[config.mk]
export PLATFORM = sky130hd
export DESIGN_NAME = row_acc_18
export DESIGN_NICKNAME = d
export VERILOG_FILES = /design/src/rtl/row_acc_18.sv
export SDC_FILE = /design/constraint.sdc
export NUM_CORES = 1
export LEC_CHECK = 0
export BUFFER_PORTS_ARGS = -buffer_cell sky130_fd_sc_hd__buf_4
export CORE_ASPECT_RATIO = 1.25
export CORE_MARGIN = 4
export CORE_UTILIZATION = 40
export CTS_BUF_LIST = sky130_fd_sc_hd__clkbuf_8 sky130_fd_sc_hd__clkbuf_16
export CTS_CLUSTER_DIAMETER = 60
export DETAILED_ROUTE_END_ITERATION = 6
export SYNTH_ARGS = -nofsm -noshare
export SYNTH_HDL_FRONTEND = slang
export SYNTH_SLANG_ARGS = --single-unit
[constraint.sdc]
create_clock -name clk -period 6.2 [get_ports clk]
set_input_delay 1.24 -clock clk [delete_from_list [all_inputs] [get_ports clk]]
set_output_delay 1.24 -clock clk [all_outputs]
set_load 0.005 [all_outputs]
[src/rtl/row_acc_18.sv]
// Row accumulator for the 18-bit signed product stream: per flux, read one block size,
// then emit one 25-bit row sum for every max+1 products, with lowest-index flux arbitration.
module row_acc_18 #(
    parameter int FLUX                = 2,
    parameter int DATA_WIDTH_EXT_SIZE = 7,
    parameter int DATA_WIDTH_PROD     = 18,
    parameter int DATA_WIDTH_SUM      = 25,
    localparam int TAG_WIDTH          = (FLUX > 1) ? $clog2(FLUX) : 1
) (
    input  logic                                     clk,
    input  logic                                     rst,
    input  logic [FLUX-1:0]                          read_port_prod_empty_i,
    output logic [FLUX-1:0]                          read_port_prod_read_o,
    input  logic [DATA_WIDTH_PROD+TAG_WIDTH-1:0]     read_port_prod_dout_i,
    input  logic [FLUX-1:0]                          read_port_ext_size_empty_i,
    output logic [FLUX-1:0]                          read_port_ext_size_read_o,
    input  logic [DATA_WIDTH_EXT_SIZE+TAG_WIDTH-1:0] read_port_ext_size_dout_i,
    input  logic [FLUX-1:0]                          write_port_sum_full_i,
    output logic [FLUX-1:0]                          write_port_sum_write_o,
    output logic [DATA_WIDTH_SUM+TAG_WIDTH-1:0]      write_port_sum_din_o
);

    typedef enum logic {
        IDLE = 1'b0,
        WORK = 1'b1
    } state_t;

    localparam logic [DATA_WIDTH_EXT_SIZE-1:0] CNT_ONE = DATA_WIDTH_EXT_SIZE'(1);

    state_t                          state_q [FLUX];
    state_t                          state_d [FLUX];
    logic [DATA_WIDTH_EXT_SIZE-1:0]  max_q   [FLUX];
    logic [DATA_WIDTH_EXT_SIZE-1:0]  max_d   [FLUX];
    logic [DATA_WIDTH_EXT_SIZE-1:0]  cnt_h_q [FLUX];
    logic [DATA_WIDTH_EXT_SIZE-1:0]  cnt_h_d [FLUX];
    logic [DATA_WIDTH_EXT_SIZE-1:0]  cnt_v_q [FLUX];
    logic [DATA_WIDTH_EXT_SIZE-1:0]  cnt_v_d [FLUX];
    logic signed [DATA_WIDTH_SUM-1:0] acc_q  [FLUX];
    logic signed [DATA_WIDTH_SUM-1:0] acc_d  [FLUX];

    logic [FLUX-1:0]                  elig;
    logic                             act;
    logic [TAG_WIDTH-1:0]             tag;
    logic [DATA_WIDTH_PROD-1:0]       prod_pl;
    logic [DATA_WIDTH_EXT_SIZE-1:0]   ext_pl;
    logic signed [DATA_WIDTH_SUM-1:0] prod_sext;
    logic signed [DATA_WIDTH_SUM-1:0] sum;

    // Incoming tag fields are not needed: the FIFO side already presents the selected flux.
    logic unused_dout_tags;
    assign unused_dout_tags = ^{read_port_prod_dout_i[DATA_WIDTH_PROD+TAG_WIDTH-1:DATA_WIDTH_PROD],
                                read_port_ext_size_dout_i[DATA_WIDTH_EXT_SIZE+TAG_WIDTH-1:DATA_WIDTH_EXT_SIZE]};

    assign prod_pl   = read_port_prod_dout_i[DATA_WIDTH_PROD-1:0];
    assign ext_pl    = read_port_ext_size_dout_i[DATA_WIDTH_EXT_SIZE-1:0];
    assign prod_sext = {{(DATA_WIDTH_SUM-DATA_WIDTH_PROD){prod_pl[DATA_WIDTH_PROD-1]}}, prod_pl};

    always_ff @(posedge clk) begin
        if (rst) begin
            for (int i = 0; i < FLUX; i++) begin
                state_q[i] <= IDLE;
                max_q[i]   <= '0;
                cnt_h_q[i] <= '0;
                cnt_v_q[i] <= '0;
                acc_q[i]   <= '0;
            end
        end else begin
            state_q <= state_d;
            max_q   <= max_d;
            cnt_h_q <= cnt_h_d;
            cnt_v_q <= cnt_v_d;
            acc_q   <= acc_d;
        end
    end

    always_comb begin
        elig = '0;
        act  = 1'b0;
        tag  = '0;
        // Descending scan so the lowest eligible index is the last one written.
        for (int i = FLUX - 1; i >= 0; i--) begin
            elig[i] = ((state_q[i] == IDLE) && !read_port_ext_size_empty_i[i]) ||
                      ((state_q[i] == WORK) && !read_port_prod_empty_i[i] &&
                       ((cnt_h_q[i] < max_q[i]) || !write_port_sum_full_i[i]));
            if (elig[i]) begin
                act = 1'b1;
                tag = TAG_WIDTH'(i);
            end
        end
    end

    assign sum = acc_q[tag] + prod_sext;

    always_comb begin
        state_d                   = state_q;
        max_d                     = max_q;
        cnt_h_d                   = cnt_h_q;
        cnt_v_d                   = cnt_v_q;
        acc_d                     = acc_q;
        read_port_prod_read_o     = '0;
        read_port_ext_size_read_o = '0;
        write_port_sum_write_o    = '0;
        write_port_sum_din_o      = '0;
        if (act) begin
            if (state_q[tag] == IDLE) begin
                read_port_ext_size_read_o[tag] = 1'b1;
                max_d[tag]   = ext_pl;
                cnt_h_d[tag] = '0;
                cnt_v_d[tag] = '0;
                acc_d[tag]   = '0;
                state_d[tag] = WORK;
            end else if (cnt_h_q[tag] < max_q[tag]) begin
                read_port_prod_read_o[tag] = 1'b1;
                acc_d[tag]   = sum;
                cnt_h_d[tag] = cnt_h_q[tag] + CNT_ONE;
            end else begin
                read_port_prod_read_o[tag]  = 1'b1;
                write_port_sum_write_o[tag] = 1'b1;
                write_port_sum_din_o        = {tag, sum};
                acc_d[tag]   = '0;
                cnt_h_d[tag] = '0;
                if (cnt_v_q[tag] < max_q[tag]) begin
                    cnt_v_d[tag] = cnt_v_q[tag] + CNT_ONE;
                end else begin
                    cnt_v_d[tag] = '0;
                    state_d[tag] = IDLE;
                end
            end
        end
    end

endmodule

* Yosys cells after proc, flatten, opt, wreduce, memory -nomap -nowiden
Cells that the tools add are included.
** Operators by class
- Multiply operators :: 0
- Reductions and logical operators :: 21
- Shift-type cells :: 0
- Add/subtract/negate cells :: 3
- Magnitude comparators :: 8
- Muxes and demuxes :: 50
- Eq/ne operators :: 2
- Div/mod/pow operators :: 0
- Bitwise logic cells :: 12
** Operators with widths (count)
- two-way mux 25 bit :: 4
- two-way mux 50 bit :: 2
- two-way mux 26 bit :: 3
- two-way mux 14 bit :: 5
- two-way mux 7 bit :: 10
- AND 50 bit :: 1
- bitwise mux 50 bit :: 1
- NOT 50 bit :: 1
- bitwise mux 14 bit :: 3
- AND 14 bit :: 2
- less-than comparator 7 bit :: 4
- adder 25 x 18 -> 25 bit :: 1
- demux 25 bit (select 1 bit) :: 1
- two-way mux 2 bit :: 10
- adder 7 x 1 -> 7 bit, second input constant :: 2
- NOT 14 bit :: 1
- logical AND 1 bit :: 8
- two-way mux 1 bit :: 8
- demux 7 bit (select 1 bit) :: 1
- zero test 1 bit :: 6
- logical OR 1 bit :: 4
- inequality test 2 bit, second input constant :: 2
- AND reduction 2 bit :: 2
- NOT 1 bit :: 3
- 10 further kinds :: 11
** Storage, ports and cells
- Logic and storage cells :: 106
- Bits in latches :: 0
- Output and inout port bits :: 32
- ROM bits :: 0
- Input port bits :: 35
- Memories :: 0
- Register bits :: 94
- Memory bits (writable) :: 0

* Depth between registers and ports, before layout
Gate-level depths: netlist (run 1).
- Word-level depth :: 16
- Depth in mapped cells :: 22
- Gate-level depth less buffers :: 17

* Worst setup path before layout (run 1)
OpenSTA, ideal clock, no wires.
- Kind :: input -> output
- From :: input port read_port_ext_size_empty_i[0]
- To :: output port write_port_sum_din_o[22]
- Arrival time :: 5180 ps
- Required time :: 4960 ps
- Path buffers :: 4
- Path slack :: -220 ps
- Cell stages on the path :: 17
- Cell sequence :: or2_2 clkbuf_1 o2111ai_4 buf_6 buf_2 buf_2 mux2_2 ha_1 fa_1 a211oi_2 o211ai_1 a221oi_4 a311oi_2 o211ai_2 or4b_1 o311a_1 nor2_1
** On the way
- Word-level cells in the longest chain between the ends :: 12
- Elaborated cells between the ends (all ways) :: 23
- Classes of those cells :: 1 x add/sub; 1 x order compare; 17 x mux; 1 x bitwise; 3 x reduce/logical
** Ends and longest elaborated chain
- start, declared :: RTL line 15 : input logic [FLUX-1:0] read_port_ext_size_empty_i,
- zero test 1 bit * :: RTL line 82 : elig[i] = ((state_q[i] == IDLE) && !read_port_ext_size_empty_i[i]) ||
- logical AND 1 bit * :: RTL line 82
- logical OR 1 bit * :: RTL line 82
- two-way mux 1 bit :: RTL line 85 : if (elig[i]) begin
- NOT 1 -> 2 bit (not written as such) :: RTL line 92, 105, 112
- two-way mux 25 bit (not written as such) or two-way mux 7 bit (tied branches) (3 in series) :: RTL line 92, 112
- adder 25 x 18 -> 25 bit or less-than comparator 7 bit (tied branches) :: RTL line 92, 112
- two-way mux 26 bit :: RTL line 112 : end else if (cnt_h_q[tag] < max_q[tag]) begin
- two-way mux 26 bit :: RTL line 105 : if (state_q[tag] == IDLE) begin
- two-way mux 26 bit * :: RTL line 104 : if (act) begin
- end, declared :: RTL line 20 : output logic [DATA_WIDTH_SUM+TAG_WIDTH-1:0] write_port_sum_din_o
Every way passes the cells marked *; elsewhere a longest branch is shown, timed or not. The select of a mux whose other input is x is not followed.

* Final worst setup path (run 1)
- From :: input port read_port_prod_empty_i[1]
- To :: output port write_port_sum_din_o[18]
** On the way
- Word-level cells in the longest chain between the ends :: 14
- Elaborated cells between the ends (all ways) :: 25
- Classes of those cells :: 1 x add/sub; 1 x order compare; 18 x mux; 1 x bitwise; 4 x reduce/logical
** Ends and longest elaborated chain
- start, declared :: RTL line 12 : input logic [FLUX-1:0] read_port_prod_empty_i,
- zero test 1 bit * :: RTL line 83 : ((state_q[i] == WORK) && !read_port_prod_empty_i[i] &&
- logical AND 1 bit * (2 in series) :: RTL line 83
- logical OR 1 bit * :: RTL line 82
- two-way mux 1 bit * :: RTL line 85
- two-way mux 1 bit :: RTL line 85
- NOT 1 -> 2 bit (not written as such) :: RTL line 92, 105, 112
- two-way mux 25 bit (not written as such) or two-way mux 7 bit (tied branches) (3 in series) :: RTL line 92, 112
- adder 25 x 18 -> 25 bit or less-than comparator 7 bit (tied branches) :: RTL line 92, 112
- two-way mux 26 bit :: RTL line 112
- two-way mux 26 bit :: RTL line 105
- two-way mux 26 bit * :: RTL line 104
Marks and branches as above.

==> results of run 1 <==
[registers in the layout, summed over array words and instances (netlist names), named ones only]
signal / cells
acc_q: 50
cnt_v_q: 14
cnt_h_q: 14
max_q: 14
[repair_timing]
item / CTS / global route
setup buffers: 4 / 4
gates resized for setup: 11 / 15
hold endpoints to repair: 0 / 0
pin swaps: 10 / 4
setup endpoints to repair: 23 / 27
[placed cells by master (no fill, tap or decap), drive strengths merged, types with 18 or more instances in the layout]
cell type	Yosys	routed
a21o	18	18
a21oi	54	54
a22oi	39	39
buf	17	145
dfxtp	94	94
ha	54	54
inv	26	29
mux2	40	40
nand2	64	64
nor2	85	85
nor2b	21	21
o21ai	35	35
xnor2	20	20
[worst max-delay path, delay by kind of cell]
kind,cells,cell delay (ns)
compound gates,9,1.91
simple gates,2,0.59
fa+ha+maj,2,0.51
buf+inv,3,0.40
mux,1,0.36
[layer usage]
metal	GRT usage	up-vias	share of wire
met1	0.238	2780	0.43
met3	0.0289	31	0.041
met5	0	-	0
li1	-	2975	-
met4	0.0782	0	0.026
met2	0.351	120	0.51
[power by group through the flow]
stage / registers (mW) / logic (mW) / clock network, mW
after floorplan: 0.651 / 0.311 / 0
after global placement: 0.655 / 0.486 / 0
after detailed placement: 0.657 / 0.497 / 0
after CTS: 0.643 / 0.508 / 0.589
after global routing: 0.646 / 0.568 / 0.609
final: 0.643 / 0.519 / 0.576
[area by class of cell]
type                    instances  area share
clock inverters                 7     0.00988
repair buffers                145       0.144
flip-flops and latches         94       0.236
well taps                     212      0.0332
clock buffers                   9      0.0282
inverters                      27      0.0127
multi-input cells             594       0.536
[synthesized netlist by cell type, drive strengths merged, types with 8 or more instances]
master	number
nor3	13
nor2	85
nand3	16
xor2	9
a22oi	39
o21ai	35
xnor2	20
buf	17
a21o	18
a22o	13
a211oi	9
and3	8
nor2b	21
a21oi	54
dfxtp	94
clkbuf	25
inv	26
nand2	64
ha	54
mux2	40
[metrics by stage]
stage	hold WS (ns)	power (mW)	setup WS (ns)
3_3_place_gp	0.428	1.14	-0.183
5_1_grt	0.483	1.82	-0.179
6_report	0.457	1.74	-0.0528
2_1_floorplan	0.419	0.961	0.00330
4_1_cts	0.458	1.74	-0.0771
3_5_place_dp	0.442	1.15	-0.211
[final timing paths]
check                            startpoint                        to  slack (ns)  cells after the start
hold reg to reg      acc_q[46]$_SDFFE_PP0P_    acc_q[46]$_SDFFE_PP0P_        0.46                      2
setup / recovery  read_port_prod_empty_i[1]  write_port_sum_din_o[18]       -0.05                     17
hold / removal       acc_q[46]$_SDFFE_PP0P_    acc_q[46]$_SDFFE_PP0P_        0.46                      2
setup reg to reg      max_q[2]$_SDFFE_PP0P_    acc_q[18]$_SDFFE_PP0P_        1.51                     19
[logic make-up after synthesis]
kind of cell	Yosys count
compound gates	218
mux	47
simple gates	245
flops	94
fa+ha+maj	55
xor+xnor	29
buf+inv	69
==> flow_metrics.tcl, run 1 <==
set metrics [dict create \
    cp.required_ns 4.96 \
    violations "negative setup slack" \
    cp_max_fo 3 \
    clock-root-buffer "clkbuf_16" \
    sequentialPowerShare 0.370 \
    num_vias 5906 \
    synthSimpleGateAreaFrac 0.183 \
    viasPerCell 5.43 \
    portBuffers 64 \
    clkSlewWorstSetupHoldPaths_ns 0.07 \
    cts_buffer_depth 2 \
    ant_nets 0 \
    peakVddDrop_v 0.000160 \
    leakagePower_nw 3.59 \
    synth-adder-area-share 0.110 \
    finalClockSkew_ns 0.00622 \
    n_antenna_cell 0 \
    cp_data_arrival_time_ns 5.01 \
    hold_class "flop to flop" \
    synth-seq-cells 94 \
    areaGrowthSynthToFinish_pct 26.0 \
    synth-xor-area-share 0.0401 \
    grt_max_degree 92 \
    synth_compound_area_frac 0.241 \
    p_switching_uw 555 \
    setup_tns_ns -0.0611 \
    ys_async_sr_fraction 0 \
    numCtsBuffers 9 \
    slew_headroom 0.239 \
    die_width_um 121 \
    yosysUniqueCellTypes 73 \
    post-route-period-util 1.01 \
    maxCapViolCount 0 \
    synthesis.area_sq_um 6330 \
    syn_inst 757 \
    muxShareOfSynthArea 0.0828 \
    drive_gt1_frac 0.266 \
    final_hold_viol_count 0 \
    row_count 51 \
    worst_setup_path_start_kind "primary input" \
    drcViolationCount 0 \
    fin_util 0.512 \
    fillCellCount 1522 \
    hold_buffers 0 \
    clk_latency_ns 0.35 \
    h-tree-depth 3 \
    avgRoutedWirePerCell_um 16.0 \
    dpl.hpwl_um 12900 \
    grt_pass1_wl_um 28900 \
    core_area_sq_um 15600 \
    dieArea_sq_um 17900 \
    cp_slowest_cell "a221oi_4" \
    synth-edff-count 0 \
    setup_ws_ns -0.0528 \
    place_congestion 0.921 \
    dp_cells 1064 \
    synth_top_family_by_area "compound AO/OA/AOI/OAI gates" \
    slowest_delay_ns 0.37 \
    tritoncts "done" \
    worst_setup_path_end_kind "output port" \
    syn_nets 847 \
    status "finished with violations" \
    first_pass_iters 5 \
    placed_area_sq_um 7490 \
    seq_area_sq_um 1880 \
    syn_area_per_cell_sq_um 8.37 \
    cts.sinks 94 \
    synthFlopType "dfxtp_1" \
    yosysTopAreaCell "dfxtp_1" \
    p_comb_frac 0.298 \
    start_util 0.407 \
    setup_viol 2 \
    pwr-share-clk 0.332 \
    rsz0062_at_grt "true" \
    drt-initial-drc-count 292 \
    yosys_warnings 0 \
    drv_slew 0 \
    tightest_slew_ns 1.13 \
    fmax_mhz 160 \
    multi_input_area_sq_um 4280 \
    synth-seq-area-share 0.297 \
    synthTopCellsByArea "dfxtp_1, ha_1, mux2_2" \
    power.internal_mw 1.18 \
    instances_no_fill 1088 \
    grt_overflow_total 0 \
    synthDominantCellAreaShare 0.297 \
    die_h_um 149 \
    fin_crit_ns 6.25 \
    p_sw_frac 0.320 \
    wirelength_um 17400 \
    antenna_found_initial 0 \
    grt.total_usage 0.197 \
    power_per_cell_area_nw_per_um2 218 \
    ios 67 \
    final_area_sq_um 7980 \
    cp_cell_sequence "buf_6 -> a211oi_2 -> o211ai_1 -> a21oi_2 -> o2111ai_4 -> mux2_4 -> ha_4 -> fa_2 -> a211oi_2 -> o211ai_1 -> a221oi_4 -> a311oi_4 -> buf_4 -> o211a_1 -> or3_1 -> and3b_1 -> buf_4" \
    grt_pass1_vias 6101 \
    layout.nets 961 \
    path_class "primary input to output port" \
]
No activity file was read; power rests on OpenSTA's default activity.
==> run 2: changes to the inputs <==
--- a/config.mk
+++ b/config.mk
@@ -12,6 +12,7 @@
 export CTS_BUF_LIST = sky130_fd_sc_hd__clkbuf_8 sky130_fd_sc_hd__clkbuf_16
 export CTS_CLUSTER_DIAMETER = 60
 export DETAILED_ROUTE_END_ITERATION = 6
+export MAX_ROUTING_LAYER = met4
 export SYNTH_ARGS = -nofsm -noshare
 export SYNTH_HDL_FRONTEND = slang
 export SYNTH_SLANG_ARGS = --single-unit
==> run 2 against run 1 <==
Net effect: the flow still finishes with violations (negative setup slack); final area up 1.8%; critical path depth stayed put; clock-buffer cell count did not move; setup slack gained 0.026 ns; core utilization grew 0.93 points; largest power group unchanged; routed wire length grew 5.5%; largest cell class unchanged; via count up 2.9%; cell count is 1.6% higher; register-to-register slack got worse by 0.09 ns; global-route usage grew 1.0 points; sequential cell count unchanged; die area stayed put.
==> flow_metrics.tcl, run 2 (same netlist as run 1, synthesis figures left out) <==
set metrics [dict create \
    status "finished with violations" \
    violations "negative setup slack" \
    num_vias 6075 \
    top_layer "met4" \
    maxCapViolCount 0 \
    core_area_sq_um 15600 \
    numCtsBuffers 9 \
    grt_pass1_vias 6217 \
    leakagePower_nw 3.68 \
    regMostFlops "acc_q" \
    cpMostUsedCell "buf_4" \
    die_width_um 121 \
    setup_viol 2 \
    layout.nets 978 \
    met3_length_um 673 \
    cts_buffer_depth 2 \
    rsz0062_at_grt "true" \
    start_util 0.407 \
    wl_met2_um 9330 \
    grt_overflow_total 0 \
    placed_area_sq_um 7510 \
    fin_crit_ns 6.23 \
    tritoncts "done" \
    final_common_cell "buf_4" \
    cp_slowest_cell "or4b_4" \
    drv_slew 0 \
    setup_ws_ns -0.0270 \
    hold_class "flop to flop" \
    multi_input_area_sq_um 4280 \
    worst_setup_path_end_kind "output port" \
    worst_setup_path_start_kind "primary input" \
    dpl.hpwl_um 13200 \
    peakVddDrop_v 0.000148 \
    post-route-period-util 1.00 \
    first_pass_iters 4 \
    routedLengthMet1_um 8040 \
    avgRoutedWirePerCell_um 16.7 \
    final_area_sq_um 8120 \
    regToRegStartpoint "max_q[2]$_SDFFE_PP0P_" \
    fmax_mhz 161 \
    drcViolationCount 0 \
    ant_nets 0 \
    path_class "primary input to output port" \
    final_cell_mix "buf_4, dfxtp_1, nor2_1" \
    finalHoldWorstSlack_ns 0.459 \
    slowest_delay_ns 0.47 \
    clk_latency_ns 0.35 \
    dp_slack_ns -0.247 \
    clock-root-buffer "clkbuf_16" \
    seq_area_sq_um 1880 \
    cp.required_ns 4.96 \
    cp_max_fo 3 \
    slew_headroom 0.303 \
    drive_gt1_frac 0.283 \
    min_from "acc_q[43]$_SDFFE_PP0P_" \
    critPathBufInv 2 \
    cts.sinks 94 \
    crit_cells 17 \
    critical-path-top-delay-family "compound AO/OA/AOI/OAI gates" \
    grt_max_degree 92 \
    largest_reg_flops 50 \
    power_per_cell_area_nw_per_um2 213 \
    finalClockSkew_ns 0.00986 \
    wirelength_um 18400 \
    place_congestion 0.934 \
    ios 67 \
    drt-initial-drc-count 349 \
    dieArea_sq_um 17900 \
    h-tree-depth 3 \
    row_count 51 \
    areaGrowthSynthToFinish_pct 28.2 \
    min_delay_path_depth 2 \
    grt_pass1_wl_um 29800 \
    grt.total_usage 0.207 \
    n_antenna_cell 0 \
    tightest_slew_ns 1.04 \
    crit_start "read_port_prod_empty_i[0]" \
    portBuffers 64 \
    fillCellCount 1550 \
    final_hold_viol_count 0 \
    viasPerCell 5.50 \
    cp_cell_sequence "buf_4 -> nor2b_4 -> nand4b_1 -> a41o_1 -> o2111ai_4 -> mux2_4 -> ha_4 -> fa_2 -> a211oi_2 -> o211ai_1 -> a221oi_4 -> a311oi_4 -> o211ai_2 -> or4b_4 -> o311a_1 -> nor2_1 -> buf_4" \
    clkSlewWorstSetupHoldPaths_ns 0.07 \
    antenna_found_initial 0 \
    setup_tns_ns -0.0472 \
    reg2reg_depth 19 \
    die_h_um 149 \
    cp_data_arrival_time_ns 4.99 \
]
[run 2: changes by cell type in the layout (fill, tap and decap cells not counted), moves of 2 or more]
cell and delta:
buf_4 +14, mux2_4 -2, mux2_2 +2, clkbuf_16 +2
[run 2: metrics by stage]
stage               utilization  total power, mW  std cells
floorplan                     -            0.961        757
detailed placement        0.482             1.16       1069
global placement          0.482             1.14       1069
finish                    0.522             1.73       1105
CTS                       0.507             1.71       1091
global route              0.522             1.82       1105
[run 2: timing repair]
action                                  in CTS  in global routing
hold buffers                                 0                  0
resized for setup                           13                 17
pin swaps                                   10                 10
buffers inserted                             6                 12
gates cloned                                 0                  2
endpoints found under the setup margin      25                 25
[run 2: worst paths after layout]
kind	endpoint	slack, ns
setup / recovery	write_port_sum_din_o[22]	-0.03
hold / removal	acc_q[43]$_SDFFE_PP0P_	0.46
setup reg to reg	acc_q[47]$_SDFFE_PP0P_	1.42
hold reg to reg	acc_q[43]$_SDFFE_PP0P_	0.46
[run 2: power breakdown]
group / total (mW) / switching (mW) / internal, mW / leakage, nW
logic: 0.556 / 0.297 / 0.260 / 2.78
clock network: 0.534 / 0.257 / 0.277 / 0.138
registers: 0.643 / 0.0160 / 0.627 / 0.761
total: 1.73 / 0.570 / 1.16 / 3.68
[run 2: cell type report]
| type | instances | area share |
|---|---|---|
| Tap cell | 212 | 0.0327 |
| Multi-Input combinational cell | 594 | 0.527 |
| Inverter | 27 | 0.0125 |
| Clock buffer | 9 | 0.0277 |
| Timing Repair Buffer | 162 | 0.162 |
| Sequential cell | 94 | 0.232 |
| Clock inverter | 7 | 0.00678 |
[run 2: worst register-to-register path, cell delays in order (launching register included)]
cell	delay, ns
dfxtp_1	0.33
inv_1	0.06
ha_1	0.31
a21o_1	0.18
a31o_2	0.23
a21oi_2	0.20
o2111ai_4	0.23
mux2_4	0.37
ha_4	0.17
fa_2	0.35
a211oi_2	0.25
o211ai_1	0.20
a221oi_4	0.39
a311oi_4	0.17
o211ai_2	0.18
or4b_4	0.47
o311a_1	0.15
buf_4	0.14
buf_4	0.12
o31ai_2	0.19
[run 2: metal layers]
| layer | global-route usage | vias to the layer above |
|---|---|---|
| li1 | - | 3002 |
| met1 | 0.250 | 2916 |
| met2 | 0.363 | 129 |
| met3 | 0.0247 | 28 |
| met4 | 0.0618 | 0 |
| met5 | - | - |
